<file path="config.mk">
export PLATFORM = sky130hd
export DESIGN_NAME = store_buffer_flat
export DESIGN_NICKNAME = d
export VERILOG_FILES = /design/src/rtl/sb_pkg.sv /design/src/rtl/store_buffer_if.sv /design/src/rtl/sb_fifo.sv /design/src/rtl/store_buffer.sv /design/src/flat_wrapper.sv
export SDC_FILE = /design/constraint.sdc
export NUM_CORES = 1
export LEC_CHECK = 0
export BUFFER_PORTS_ARGS = -buffer_cell sky130_fd_sc_hd__buf_4
export CAP_MARGIN = 20
export CORE_ASPECT_RATIO = 0.75
export CORE_MARGIN = 2
export CORE_UTILIZATION = 45
export DETAILED_ROUTE_END_ITERATION = 10
export HOLD_SLACK_MARGIN = 0.1
export PLACE_DENSITY = 0.63
export SYNTH_ARGS = -nofsm -noshare
export SYNTH_HDL_FRONTEND = slang
export SYNTH_HIERARCHICAL = 1
export SYNTH_SLANG_ARGS = --single-unit
</file>
<file path="constraint.sdc">
create_clock -name clk -period 7.1 [get_ports clk]
set_clock_uncertainty 0.05 [all_clocks]
set_input_delay 2.13 -clock clk [delete_from_list [all_inputs] [get_ports clk]]
set_output_delay 2.13 -clock clk [all_outputs]
set_load 0.01 [all_outputs]
</file>
<file path="src/rtl/sb_pkg.sv">
// rtl/sb_pkg.sv - store buffer shared types, encodings and lane formation
package sb_pkg;

   localparam int SB_N = 64;

   typedef enum logic [1:0] {
      MW_NONE  = 2'b00,
      MW_BYTE  = 2'b01,
      MW_WORD  = 2'b10,
      MW_DWORD = 2'b11
   } mw_e;

   typedef enum logic [1:0] {
      ST_IDLE,
      ST_WRITE,
      ST_READ,
      ST_RDONE
   } state_e;

   typedef struct packed {
      logic [63:0] data;
      logic [7:0]  mask;
   } lane_t;

   typedef struct packed {
      logic [SB_N-4:0] dadr;
      logic [63:0]     data;
      logic [7:0]      mask;
   } entry_t;

   // Right-aligned store data moved into its byte lanes; lanes outside the mask stay zero.
   function automatic lane_t form_lanes(input logic [1:0] mw, input logic [2:0] adr,
                                        input logic [63:0] wdata);
      lane_t l;
      l = '0;
      case (mw)
         MW_BYTE: begin
            l.mask = 8'b1 << adr;
            l.data = {56'b0, wdata[7:0]} << {adr, 3'b000};
         end
         MW_WORD: begin
            l.mask = adr[2] ? 8'hF0 : 8'h0F;
            l.data = adr[2] ? {wdata[31:0], 32'b0} : {32'b0, wdata[31:0]};
         end
         MW_DWORD: begin
            l.mask = 8'hFF;
            l.data = wdata;
         end
         default: l = '0;
      endcase
      return l;
   endfunction

endpackage

</file>
<file path="src/rtl/store_buffer_if.sv">
// rtl/store_buffer_if.sv - core memory-stage port and RAM request port of the store buffer
interface store_buffer_if #(parameter int N = 64);

   logic [N-1:0] dataadr;
   logic [N-1:0] writedata;
   logic [1:0]   memwrite;
   logic         memread;
   logic         dword;
   logic [N-1:0] readdata;
   logic         stall;
   logic         mem_req;
   logic         mem_we;
   logic [N-1:0] mem_adr;
   logic [N-1:0] mem_wdata;
   logic [7:0]   mem_wmask;
   logic         mem_ready;
   logic [N-1:0] mem_rdata;

   modport slave (
      input  dataadr, writedata, memwrite, memread, dword, mem_ready, mem_rdata,
      output readdata, stall, mem_req, mem_we, mem_adr, mem_wdata, mem_wmask
   );

   modport master (
      output dataadr, writedata, memwrite, memread, dword, mem_ready, mem_rdata,
      input  readdata, stall, mem_req, mem_we, mem_adr, mem_wdata, mem_wmask
   );

endinterface

</file>
<file path="src/rtl/sb_fifo.sv">
// rtl/sb_fifo.sv - circular store FIFO with a dword-address match across valid entries
module sb_fifo
   import sb_pkg::*;
#(
   parameter int DEPTH = 4,
   localparam int PW = $clog2(DEPTH),
   localparam int CW = PW + 1
) (
   input  logic            clk,
   input  logic            reset,
   input  logic            i_push,
   input  entry_t          i_push_entry,
   input  logic            i_pop,
   output entry_t          o_head,
   output logic [CW-1:0]   o_count,
   output logic            o_full,
   input  logic [SB_N-4:0] i_match_dadr,
   output logic            o_any_match
);

   entry_t          r_mem [DEPTH];
   logic [PW-1:0]   r_wr;
   logic [PW-1:0]   r_rd;
   logic [CW-1:0]   r_count;
   logic [PW-1:0]   w_off;
   logic            w_match;

   always_ff @(posedge clk or negedge reset) begin
      if (!reset) begin
         r_wr    <= '0;
         r_rd    <= '0;
         r_count <= '0;
      end else begin
         if (i_push) r_wr <= r_wr + 1'b1;
         if (i_pop)  r_rd <= r_rd + 1'b1;
         case ({i_push, i_pop})
            2'b10:   r_count <= r_count + 1'b1;
            2'b01:   r_count <= r_count - 1'b1;
            default: r_count <= r_count;
         endcase
      end
   end

   always_ff @(posedge clk) begin
      if (i_push) r_mem[r_wr] <= i_push_entry;
   end

   // An entry is live when its distance from the read pointer is below the count.
   always_comb begin
      w_match = 1'b0;
      w_off   = '0;
      for (int i = 0; i < DEPTH; i++) begin
         w_off = PW'(i) - r_rd;
         if (({1'b0, w_off} < r_count) && (r_mem[i].dadr == i_match_dadr)) w_match = 1'b1;
      end
   end

   assign o_head      = r_mem[r_rd];
   assign o_count     = r_count;
   assign o_full      = (r_count == CW'(DEPTH));
   assign o_any_match = w_match;

endmodule

</file>
<file path="src/rtl/store_buffer.sv">
// rtl/store_buffer.sv - store buffer: absorbs core stores, drains to RAM, lets loads bypass
module store_buffer
   import sb_pkg::*;
#(
   parameter int N     = SB_N,
   parameter int DEPTH = 4,
   localparam int CW   = $clog2(DEPTH) + 1
) (
   input  logic           clk,
   input  logic           reset,
   store_buffer_if.slave  bus
);

   state_e        r_state;
   logic          r_mem_req;
   logic          r_mem_we;
   logic [N-1:0]  r_mem_adr;
   logic [N-1:0]  r_mem_wdata;
   logic [7:0]    r_mem_wmask;
   logic [N-1:0]  r_readdata;

   lane_t         w_lane;
   entry_t        w_push_entry;
   entry_t        w_head;
   logic [CW-1:0] w_count;
   logic          w_full;
   logic          w_empty;
   logic          w_store;
   logic          w_load;
   logic          w_push;
   logic          w_pop;
   logic          w_conflict;
   logic          w_stall;
   logic [31:0]   w_word;
   logic [N-1:0]  w_read_fmt;

   assign w_store      = (bus.memwrite != MW_NONE);
   assign w_load       = bus.memread && !w_store;
   assign w_lane       = form_lanes(bus.memwrite, bus.dataadr[2:0], bus.writedata);
   assign w_push_entry = '{dadr: bus.dataadr[N-1:3], data: w_lane.data, mask: w_lane.mask};
   assign w_empty      = (w_count == '0);
   assign w_push       = w_store && !w_full;
   assign w_pop        = (r_state == ST_WRITE) && bus.mem_ready;

   // Full-buffer stall looks only at the registered count, so a same-cycle drain does not help.
   assign w_stall = (w_store && w_full) || (w_load && (r_state != ST_RDONE));

   assign w_word     = bus.dataadr[2] ? bus.mem_rdata[63:32] : bus.mem_rdata[31:0];
   assign w_read_fmt = bus.dword ? bus.mem_rdata : {{(N-32){1'b0}}, w_word};

   sb_fifo #(.DEPTH(DEPTH)) u_fifo (
      .clk          (clk),
      .reset        (reset),
      .i_push       (w_push),
      .i_push_entry (w_push_entry),
      .i_pop        (w_pop),
      .o_head       (w_head),
      .o_count      (w_count),
      .o_full       (w_full),
      .i_match_dadr (bus.dataadr[N-1:3]),
      .o_any_match  (w_conflict)
   );

   always_ff @(posedge clk or negedge reset) begin
      if (!reset) begin
         r_state     <= ST_IDLE;
         r_mem_req   <= 1'b0;
         r_mem_we    <= 1'b0;
         r_mem_adr   <= '0;
         r_mem_wdata <= '0;
         r_mem_wmask <= '0;
         r_readdata  <= '0;
      end else begin
         case (r_state)
            ST_IDLE: begin
               if (w_load && !w_conflict) begin
                  r_state     <= ST_READ;
                  r_mem_req   <= 1'b1;
                  r_mem_we    <= 1'b0;
                  r_mem_adr   <= {bus.dataadr[N-1:3], 3'b000};
                  r_mem_wmask <= '0;
               end else if (!w_empty) begin
                  r_state     <= ST_WRITE;
                  r_mem_req   <= 1'b1;
                  r_mem_we    <= 1'b1;
                  r_mem_adr   <= {w_head.dadr, 3'b000};
                  r_mem_wdata <= w_head.data;
                  r_mem_wmask <= w_head.mask;
               end
            end
            ST_WRITE: begin
               if (bus.mem_ready) begin
                  r_state   <= ST_IDLE;
                  r_mem_req <= 1'b0;
                  r_mem_we  <= 1'b0;
               end
            end
            ST_READ: begin
               if (bus.mem_ready) begin
                  r_state    <= ST_RDONE;
                  r_mem_req  <= 1'b0;
                  r_readdata <= w_read_fmt;
               end
            end
            ST_RDONE: r_state <= ST_IDLE;
            default:  r_state <= ST_IDLE;
         endcase
      end
   end

   assign bus.stall     = w_stall;
   assign bus.readdata  = r_readdata;
   assign bus.mem_req   = r_mem_req;
   assign bus.mem_we    = r_mem_we;
   assign bus.mem_adr   = r_mem_adr;
   assign bus.mem_wdata = r_mem_wdata;
   assign bus.mem_wmask = r_mem_wmask;

endmodule
</file>
<file path="src/flat_wrapper.sv">
// flat-port wrapper written by rule: the top's interface ports become plain ports
module store_buffer_flat import sb_pkg::*;
#(
   parameter int N     = SB_N,
   parameter int DEPTH = 4,
   localparam int CW   = $clog2(DEPTH) + 1
)
  (clk, reset, bus_dataadr, bus_writedata, bus_memwrite, bus_memread, bus_dword, bus_mem_ready, bus_mem_rdata, bus_readdata, bus_stall, bus_mem_req, bus_mem_we, bus_mem_adr, bus_mem_wdata, bus_mem_wmask);
  store_buffer_if #(.N(N)) bus_i ();
  input  logic clk;
  input  logic reset;
  input wire logic [$bits(bus_i.dataadr)-1:0] bus_dataadr;
  input wire logic [$bits(bus_i.writedata)-1:0] bus_writedata;
  input wire logic [$bits(bus_i.memwrite)-1:0] bus_memwrite;
  input wire logic [$bits(bus_i.memread)-1:0] bus_memread;
  input wire logic [$bits(bus_i.dword)-1:0] bus_dword;
  input wire logic [$bits(bus_i.mem_ready)-1:0] bus_mem_ready;
  input wire logic [$bits(bus_i.mem_rdata)-1:0] bus_mem_rdata;
  output wire logic [$bits(bus_i.readdata)-1:0] bus_readdata;
  output wire logic [$bits(bus_i.stall)-1:0] bus_stall;
  output wire logic [$bits(bus_i.mem_req)-1:0] bus_mem_req;
  output wire logic [$bits(bus_i.mem_we)-1:0] bus_mem_we;
  output wire logic [$bits(bus_i.mem_adr)-1:0] bus_mem_adr;
  output wire logic [$bits(bus_i.mem_wdata)-1:0] bus_mem_wdata;
  output wire logic [$bits(bus_i.mem_wmask)-1:0] bus_mem_wmask;
  assign bus_i.dataadr = bus_dataadr;
  assign bus_i.writedata = bus_writedata;
  assign bus_i.memwrite = bus_memwrite;
  assign bus_i.memread = bus_memread;
  assign bus_i.dword = bus_dword;
  assign bus_i.mem_ready = bus_mem_ready;
  assign bus_i.mem_rdata = bus_mem_rdata;
  assign bus_readdata = bus_i.readdata;
  assign bus_stall = bus_i.stall;
  assign bus_mem_req = bus_i.mem_req;
  assign bus_mem_we = bus_i.mem_we;
  assign bus_mem_adr = bus_i.mem_adr;
  assign bus_mem_wdata = bus_i.mem_wdata;
  assign bus_mem_wmask = bus_i.mem_wmask;
  store_buffer #(.N(N), .DEPTH(DEPTH)) u_core (.clk(clk), .reset(reset), .bus(bus_i));
endmodule
</file>
# After elaboration in Yosys (flattened, before gate mapping)
# Memory sizes are Yosys's and may differ from the RTL's.
# Cells that the tools add are included.
[word_totals]
reg_bits = 211
ram_bits = 532
inputBits = 199
output_inout_bits = 203
word_cells = 100
memories = 1
[op_classes]
add_sub_neg = 8
n_lt_le_gt_ge = 4
n_eq_ne = 19
shift = 2
n_mux = 27
n_bitwise = 2
reduce_logical = 27
[mem_list]
columns = ["memory", "depth", "width", "read_ports", "rd_clocked_by_memory_dff", "wr", "line", "source"]
rows = [
  ["u_core.u_fifo.r_mem", 4, 133, 5, 0, 1, "sb_fifo.sv:21", "entry_t r_mem [DEPTH];"],
]
[ops]
columns = ["op", "count"]
rows = [
  ["$mux 64", 4],
  ["$eq 61x61->1", 4],
  ["$pmux 72 s3", 1],
  ["$shl 8x6->64", 1],
  ["$mux 32", 1],
  ["$mux 8", 3],
  ["$lt 2x3->1", 4],
  ["$reduce_and 3->1", 4],
  ["$eq 2x2->1 const B", 5],
  ["$logic_and 1x1->1", 10],
  ["$mux 1", 10],
  ["$mux 2", 4],
  ["$ne 2x2->1 const B", 4],
  ["$pmux 2 s4", 1],
  ["$reduce_bool 2->1", 4],
  ["$shl 1x3->8 const A", 1],
  ["$eq 2x1->1 const B", 3],
  ["$pmux 3 s2", 1],
  ["$add 2x1->2 const B", 2],
  ["$pmux 1 s2", 2],
  ["$reduce_and 2->1", 2],
  ["$sub 1x2->2 const A", 2],
  ["$sub 2x2->2 const A", 2],
  ["$add 3x1->3 const B", 1],
  ["other kinds (10)", 13],
]

# Longest topological paths before layout
# Gate-level depths: netlist of the first run.
[logic_depth]
ltp_word = 11
mapped_depth = 16
mapped_depth_nobuf = 10

# Cells and area by module
# Netlist of the first run, hierarchy kept.
[by_module_without_submodules]
columns = ["mod", "n_inst", "cells_each", "area_each_um2", "seq_area_each_um2"]
rows = [
  ["sb_fifo", 1, 1088, 22451.5, 16150.5],
  ["store_buffer", 1, 964, 10065.9, 5029.8],
]

# Worst setup path before layout of the first run
# OpenSTA, ideal clock, no wires.
[synth_timing]
kind = "in2reg"
start = "input port bus_memwrite[1]"
end = "memory u_core/u_fifo/r_mem[0][0] in the netlist's numbering (enable)"
setup_ps = 508
t_arrival_ps = 6034
required_time_ps = 6542
setup_slack_ps = 508
stages = 5
n_path_buf = 2
cell_sequence = "clkbuf_1 > clkbuf_1 > nor2_1 > nor2_1 > and2_1"
[synth_between]
elab_chain_cells = 4
[synth_rtl]
columns = ["item", "line", "source"]
rows = [
  ["start: declaration", "flat_wrapper.sv:14", "input wire logic [$bits(bus_i.memwrite)-1:0] bus_memwrite;"],
  ["$reduce_bool 2->1", "store_buffer.sv:37", "assign w_store = (bus.memwrite != MW_NONE);"],
  ["$logic_and 1x1->1", "store_buffer.sv:42", "assign w_push = w_store && !w_full;"],
  ["net u_core.w_push", "store_buffer.sv:30", "logic w_push;"],
  ["$mux 1", "sb_fifo.sv:45", "if (i_push) r_mem[r_wr] <= i_push_entry;"],
  ["$mux 1 (not written as such)", "sb_fifo.sv:45", ""],
  ["end: declaration", "sb_fifo.sv:21", ""],
]
# The timed path passes the listed nets, and every way through them passes these cells.

# Final worst setup path of the first run
[layout_timing]
start = "input port bus_dataadr[13]"
end = "register u_core.r_mem_adr[37] (netlist: u_core/bus.mem_adr[37])"
[layout_between]
elab_chain_cells = 10
word_cells_on_any_way = 17
cone_classes = "eq/ne: 5; mux: 5; reduce/logical: 7"
[layout_rtl]
columns = ["item", "line", "source"]
rows = [
  ["start: declaration", "flat_wrapper.sv:12", "input wire logic [$bits(bus_i.dataadr)-1:0] bus_dataadr;"],
  ["$eq 61x61->1", "sb_fifo.sv:54", "if (({1'b0, w_off} < r_count) && (r_mem[i].dadr == i_match_dadr)) w_match = 1'b1;"],
  ["$logic_and 1x1->1", "sb_fifo.sv:54", ""],
  ["$mux 1 (3 in a row)", "sb_fifo.sv:54", ""],
  ["$mux 1 (*)", "sb_fifo.sv:54", ""],
  ["net u_core.w_conflict", "store_buffer.sv:32", "logic w_conflict;"],
  ["$logic_not 1->1 (*)", "store_buffer.sv:76", "if (w_load && !w_conflict) begin"],
  ["$logic_and 1x1->1 (*)", "store_buffer.sv:76", ""],
  ["$ne 2x2->1 (no line)", "--", ""],
  ["$reduce_and 2->1 (no line)", "--", ""],
  ["end signal: assignment", "store_buffer.sv:80", "r_mem_adr <= {bus.dataadr[N-1:3], 3'b000};"],
  ["end signal: assignment", "store_buffer.sv:86", "r_mem_adr <= {w_head.dadr, 3'b000};"],
  ["end: declaration", "store_buffer.sv:17", "logic [N-1:0] r_mem_adr;"],
]
# The timed path passes the listed nets; every way through them passes the cells marked *.
# A chain may end at the register's enable or synchronous reset.

==> impl_metrics.json, run 1 <==
{
  "netlist_area_um2": 32500,
  "critPathLaunchType": "input pin",
  "yosys-top-cells-count": "532 x edfxtp_1, 208 x dfrtp_1, 135 x xor2_1",
  "report.final.slew_viol_count": 0,
  "synth_top_area_share_pct": 49.1,
  "antenna_found_initial": 4,
  "timing.rr.end": "u_core/bus.mem_adr[37]",
  "drc_errors": 0,
  "synth_seq_cells": 740,
  "grt_pass1_vias": 19700,
  "place.gp.congestion": 0.960,
  "p_per_area_nw_per_um2": 453,
  "cts_sinks": 740,
  "crit_type": "input pin to flop",
  "grt_use_total_pct": 24.6,
  "grt_start_max_net_pins": 162,
  "ys_types": 53,
  "rows": 85,
  "area_delta_synth_final_pct": 19.7,
  "routedWlPerCell_um": 27.0,
  "fmax_mhz": 188,
  "async_reset_ff_share_pct": 28.1,
  "cts_resized": 0,
  "yosysTopAreaCell": "edfxtp_1",
  "clk_pin_slew_ns": 0.06,
  "port_buffers": 398,
  "yosysWarnings": 6,
  "cap_violations": 0,
  "clk_path_buf_depth": 3,
  "synthTopCellsByArea": "edfxtp_1 49%, dfrtp_1 16%, mux4_2 9.2%, xor2_1 3.6%, xnor2_1 3.0%",
  "hold_path.class": "flop to flop",
  "detailed_place_hpwl_um": 61300,
  "tns_ns": 0,
  "route.met3.wl_um": 8840,
  "fin_crit_ns": 5.31,
  "worst_r2r_path_depth": 12,
  "hold_viol": 0,
  "required_ns": 7.50,
  "rsz0062_at_grt": "false",
  "reg2reg_slack_ns": 2.77,
  "leakage_nw": 15.0,
  "ys_seq_area_share_pct": 65.1,
  "cts_buffers": 76,
  "max_slew_margin_pct": 24.5,
  "drive_gt1_share_pct": 30.4,
  "postSynthCellCount": 2052,
  "die_h_um": 237,
  "crit_start": "bus_dataadr[13]",
  "wl_um": 92900,
  "grt_first_pass_wirelength_um": 134000,
  "io_pins": 402,
  "ir_drop_mv": 0.370,
  "ys.flop_type": "edfxtp_1",
  "htreeDepth": 3,
  "finalSetupViolations": 0,
  "cts_tree": "done",
  "num_vias": 20200,
  "initial_core_util_pct": 45.4,
  "wl_met1_um": 40800,
  "cp_max_fo": 61,
  "synth_edf_count": 532,
  "viasPerCell": 5.86,
  "yosysMostFrequentCell": "edfxtp_1",
  "antenna_left": 0,
  "placeableCoreArea_um2": 71700,
  "fp.dieArea_um2": 74400,
  "final_nets": 2631,
  "root_buffer": "clkbuf_16",
  "avgSynthCellArea_um2": 15.8,
  "critPathCaptureType": "flop",
  "stdcell_count": 3439,
  "status": "complete, no violations",
  "die_w_um": 314,
  "cts_setup_buffers": 0,
  "grt_overflow": 0,
  "clk_latency_ns": 0.64,
  "hold_buffers": 0,
  "dp_cells": 3295,
  "critical_path.endpoint": "u_core/bus.mem_adr[37]",
  "dr.first_iter.drc_count": 2159,
  "r2r-start": "u_core/u_fifo/r_rd[1]",
  "worst_pin_slew_ns": 1.13,
  "route.top_layer_used": "met5",
  "post-route-period-util_pct": 74.8,
  "met2WireLength_um": 41000,
  "crit_arrival_ns": 5.71,
  "dr.pass1.iters": 5
}
[registers in the layout, summed over array words and instances (netlist names), 2 cells and up]
register / cells
u_core/bus.mem_wdata: 64
u_core/bus.mem_adr: 61
u_core/u_fifo/r_rd: 2
u_core/r_state: 2
u_core/u_fifo/r_mem: 532
u_core/u_fifo/o_count: 3
u_core/bus.readdata: 64
u_core/bus.mem_wmask: 8
u_core/u_fifo/r_wr: 2
[how the worst min path moves through the flow]
stage / from / to / slack, ns / cells past startpoint
floorplan: u_core/u_fifo/o_count[1] / u_core/u_fifo/o_count[1] / 0.41 / 2
global placement: u_core/bus.readdata[45] / u_core/bus.readdata[45] / 0.40 / 2
detailed placement: u_core/bus.readdata[40] / u_core/bus.readdata[40] / 0.41 / 2
CTS: u_core/bus.readdata[40] / u_core/bus.readdata[40] / 0.42 / 2
global route: u_core/bus.readdata[57] / u_core/bus.readdata[57] / 0.44 / 2
finish: u_core/bus.readdata[40] / u_core/bus.readdata[40] / 0.42 / 2
[kinds of logic after synthesis]
family	synth area share, %
compound gates	4.25
xor+xnor	6.85
fa+ha+maj	0.600
buf+inv	3.09
flops	65.1
mux	13.3
other cells	0.0115
simple gates	6.81
[cell usage in the layout, fill, tap and decap left out, types with 25 or more instances in the layout]
cell type | synthesis | layout
a22o_1 | 40 | 40
and3_1 | 26 | 25
buf_4 | 9 | 415
clkbuf_16 | 0 | 77
dfrtp_1 | 208 | 206
edfxtp_1 | 532 | 532
inv_1 | 78 | 78
mux2_4 | 62 | 62
mux2i_1 | 34 | 34
mux4_2 | 133 | 133
nand2_1 | 105 | 104
nand3_1 | 94 | 94
nand4_1 | 96 | 96
nor4_1 | 41 | 41
o211ai_1 | 61 | 61
o21ai_0 | 38 | 38
xnor2_1 | 112 | 112
xor2_1 | 135 | 135
[power breakdown]
| part | switching [mW] | internal [mW] | total (mW) |
|---|---|---|---|
| registers | 0.834 | 6.33 | 7.16 |
| logic | 3.40 | 2.96 | 6.35 |
| clock network | 1.70 | 2.40 | 4.11 |
| total | 5.94 | 11.7 | 17.6 |
[cell type report]
cell class	instances	area, um2
Fill cell	5842	32800
Sequential cell	740	21200
Multi-Input combinational cell	1097	10400
Timing Repair Buffer	424	3290
Clock buffer	107	2130
Tap cell	957	1200
Clock inverter	35	442
Inverter	78	293
Antenna cell	1	2.50
[routing by layer]
metal	GRT usage, %	vias up
li1	-	8619
met4	7.00	6
met1	37.1	10500
met3	6.15	126
met5	0	-
met2	35.2	893
[stage by stage]
step | utilization (%) | hold slack (ns) | setup slack [ns] | total power [mW] | cell area, um2
after floorplan | - | 0.415 | 0.508 | 11.1 | 32500
after global placement | 50.7 | 0.402 | 1.37 | 13.5 | 36300
after detailed placement | 50.7 | 0.408 | 1.33 | 13.6 | 36300
after CTS | 54.3 | 0.421 | 1.97 | 17.7 | 38900
after global routing | 54.3 | 0.444 | 1.79 | 18.4 | 38900
final | 54.3 | 0.415 | 1.79 | 17.6 | 38900
[worst max-delay path, cell delays in order]
cell and delay (ns):
buf_4 0.16, xor2_1 0.59, nor4_1 0.22, nand4_1 0.22, nor4_1 0.08, or4_1 0.62
nor4b_4 0.26, buf_4 0.40, o21a_2 0.18, buf_4 0.62, o211ai_1 0.18
(Power assumes the default switching activity.)
==> run 2, diff against run 1 <==
ABC_AREA = 1   (was unset)
clock period = 4.99 ns   (was 7.1 ns; I/O delays follow)
==> run 2 against run 1 <==
Net effect:
- synthesized cell count is 63% higher
- non-clock buffer count rose by 24
- register-to-register slack lost 1.9 ns
- largest cell class unchanged
==> impl_metrics.json, run 2 <==
{
  "p_clk_share_pct": 23.7,
  "critPathLaunchType": "flop",
  "final_area_um2": 40200,
  "yosysWarnings": 6,
  "p_per_area_nw_per_um2": 624,
  "detailed_place_hpwl_um": 62100,
  "max_stage_delay_ns": 0.72,
  "crit_arrival_ns": 4.58,
  "initial_core_util_pct": 45.7,
  "synth_edf_count": 532,
  "wl_um": 99500,
  "top_register": "u_core/u_fifo/r_mem",
  "root_buffer": "clkbuf_16",
  "async_reset_ff_share_pct": 28.1,
  "post-route-period-util_pct": 81.9,
  "tns_ns": 0,
  "die_h_um": 241,
  "antenna_left": 0,
  "dr.first_iter.drc_count": 2548,
  "avgSynthCellArea_um2": 10.1,
  "hold_buffers": 0,
  "cp_slowest_cell": "dfrtp_4",
  "utilization_pct": 54.4,
  "cts_sinks": 740,
  "max_slew_margin_pct": 29.0,
  "largest_reg_flops": 532,
  "clk_pin_slew_ns": 0.06,
  "nFillCells": 6517,
  "multi_input_area_um2": 10600,
  "swShare_pct": 38.0,
  "ys.flop_type": "edfxtp_1",
  "rsz0062_at_grt": "false",
  "leakage_nw": 17.1,
  "worst_pin_slew_ns": 1.06,
  "synth_top_area_share_pct": 47.4,
  "viasPerCell": 5.39,
  "fmax_mhz": 245,
  "cts_resized": 0,
  "cp_common_cell": "nand2_1",
  "cts_buffers": 76,
  "final_cell_mix": "958 x nand2_1, 532 x edfxtp_1, 434 x buf_4, 405 x nand3_1, 239 x inv_1",
  "rows": 86,
  "clk_latency_ns": 0.65,
  "grt_pass1_vias": 24000,
  "grt_overflow": 0,
  "critPathCaptureType": "flop",
  "fin_crit_ns": 4.09,
  "postSynthCellCount": 3355,
  "status": "complete, no violations",
  "regArea_um2": 21200,
  "hold_viol": 0,
  "ys_types": 40,
  "routedWlPerCell_um": 21.1,
  "yosys-top-cells-count": "960 x nand2_1, 532 x edfxtp_1, 405 x nand3_1",
  "synth_seq_cells": 740,
  "fp.dieArea_um2": 77200,
  "io_pins": 402,
  "clk_path_buf_depth": 3,
  "antenna_found_initial": 1,
  "placeableCoreArea_um2": 73800,
  "cts_tree": "done",
  "crit_path_cell_trace": "nand2_1 > buf_4 > nand2_1 > inv_1 > ha_1 > a21boi_1 > o21ai_1 > nand3_1 > nor2_2 > nand3_1 > nand2_1 > inv_1 > nand2_1 > nor2_4 > nand2_2 > buf_4 > nand3_4 > buf_12 > o21ai_0",
  "place.gp.congestion": 0.863,
  "final_common_cell": "nand2_1",
  "finalSetupViolations": 0,
  "synthTopCellsByArea": "edfxtp_1 47%, dfrtp_1 15%, nand2_1 11%, nand3_1 6.0%, a22oi_1 3.3%",
  "final_nets": 3911,
  "area_delta_synth_final_pct": 19.1,
  "htreeDepth": 3,
  "dr.pass1.iters": 5,
  "cp_max_fo": 111,
  "ys_seq_area_share_pct": 62.8,
  "netlist_area_um2": 33700,
  "p_int_mw": 15.5,
  "num_vias": 25500,
  "p_switching_mw": 9.52,
  "report.final.slew_viol_count": 0,
  "placed_area_um2": 37600,
  "drc_errors": 0,
  "required_ns": 5.48,
  "ir_drop_mv": 0.484,
  "yosysMostFrequentCell": "nand2_1",
  "drive_gt1_share_pct": 16.6,
  "grt_use_total_pct": 25.2,
  "cap_violations": 0,
  "port_buffers": 398,
  "p_comb_share_pct": 36.7,
  "die_w_um": 320,
  "grt_start_max_net_pins": 134,
  "seqPwrFrac_pct": 39.6,
  "grt_first_pass_wirelength_um": 148000,
  "cts_setup_buffers": 0,
  "hold_path.class": "flop to flop",
  "yosysTopAreaCell": "edfxtp_1",
  "crit_type": "flop to flop"
}
[run 2: cell count changes in the layout (fill, tap and decap cells not counted), moves of 38 or more]
| cell | previous run | this run |
|---|---|---|
| a22oi_1 | 0 | 150 |
| nand3_1 | 94 | 405 |
| mux2_4 | 62 | 0 |
| o211ai_1 | 61 | 23 |
| nand4_1 | 96 | 0 |
| inv_1 | 78 | 239 |
| a22o_1 | 40 | 0 |
| xor2_1 | 135 | 29 |
| nand2_1 | 104 | 958 |
| mux4_2 | 133 | 0 |
| a21oi_1 | 7 | 71 |
| nor2_1 | 11 | 172 |
| o21ai_0 | 38 | 127 |
| nor4_1 | 41 | 0 |
[run 2: layer usage]
metal | routed length (um) | vias to the layer above | track usage, %
li1 | - | 12000 | -
met1 | 43600 | 12300 | 36.6
met2 | 45400 | 1042 | 38.6
met3 | 7840 | 151 | 4.69
met4 | 2710 | 0 | 8.02
met5 | 0 | - | 0
[run 2: cell families after synthesis]
kind of cell / count (synthesis) / share of synthesized area (%)
AND/OR/NAND/NOR: 1564 / 19.2
other: 1 / 0.0111
buffers and inverters: 464 / 5.82
flip-flops: 740 / 62.8
AO/OA/AOI/OAI: 432 / 7.97
adder cells (fa/ha/maj): 15 / 0.579
XOR/XNOR: 139 / 3.61
[run 2: cell type report]
cell class | count | share of cell area [%]
Antenna cell | 1 | 0.00623
Clock buffer | 96 | 5.02
Clock inverter | 44 | 1.40
Inverter | 278 | 2.63
Multi-Input combinational cell | 2153 | 26.4
Sequential cell | 740 | 52.7
Tap cell | 968 | 3.01
Timing Repair Buffer | 448 | 8.81
[run 2: power groups by stage]
| stage | clock network, mW | registers, mW | logic (mW) |
|---|---|---|---|
| 2_1_floorplan | 0 | 10.2 | 5.07 |
| 3_3_place_gp | 0 | 9.99 | 9.13 |
| 3_5_place_dp | 0 | 10.0 | 9.20 |
| 4_1_cts | 6.06 | 9.91 | 9.23 |
| 5_1_grt | 6.30 | 10.1 | 10.1 |
| 6_report | 5.94 | 9.92 | 9.20 |
[run 2: critical path, delay by kind of cell (launching register included)]
family	cells	cell delay [ns]
compound gates	3	0.56
fa+ha+maj	1	0.22
buf+inv	5	1.12
flops	1	0.72
simple gates	10	1.16
[run 2: path summary, 6_finish.rpt]
kind	from	end	slack [ns]	depth (start not counted)
max in group asynchronous	reset	u_core/bus.mem_adr[7]	3.12	2
hold / removal	u_core/bus.mem_adr[52]	u_core/bus.mem_adr[52]	0.43	2
setup reg to reg	u_core/u_fifo/r_rd[1]	u_core/bus.mem_wdata[22]	0.90	19
setup / recovery	u_core/u_fifo/r_rd[1]	u_core/bus.mem_wdata[22]	0.90	19
hold reg to reg	u_core/bus.mem_adr[52]	u_core/bus.mem_adr[52]	0.43	2
min in group asynchronous	reset	u_core/bus.mem_adr[45]	0.77	1
[run 2: per-stage QoR]
step	hold WS [ns]	cells	setup WS [ns]	power (mW)
CTS	0.433	4726	0.889	25.2
floorplan	0.441	3357	0.220	15.3
finish	0.431	4728	0.902	25.1
detailed placement	0.416	4586	0.600	19.2
global placement	0.414	4586	0.634	19.1
global route	0.452	4728	0.681	26.5
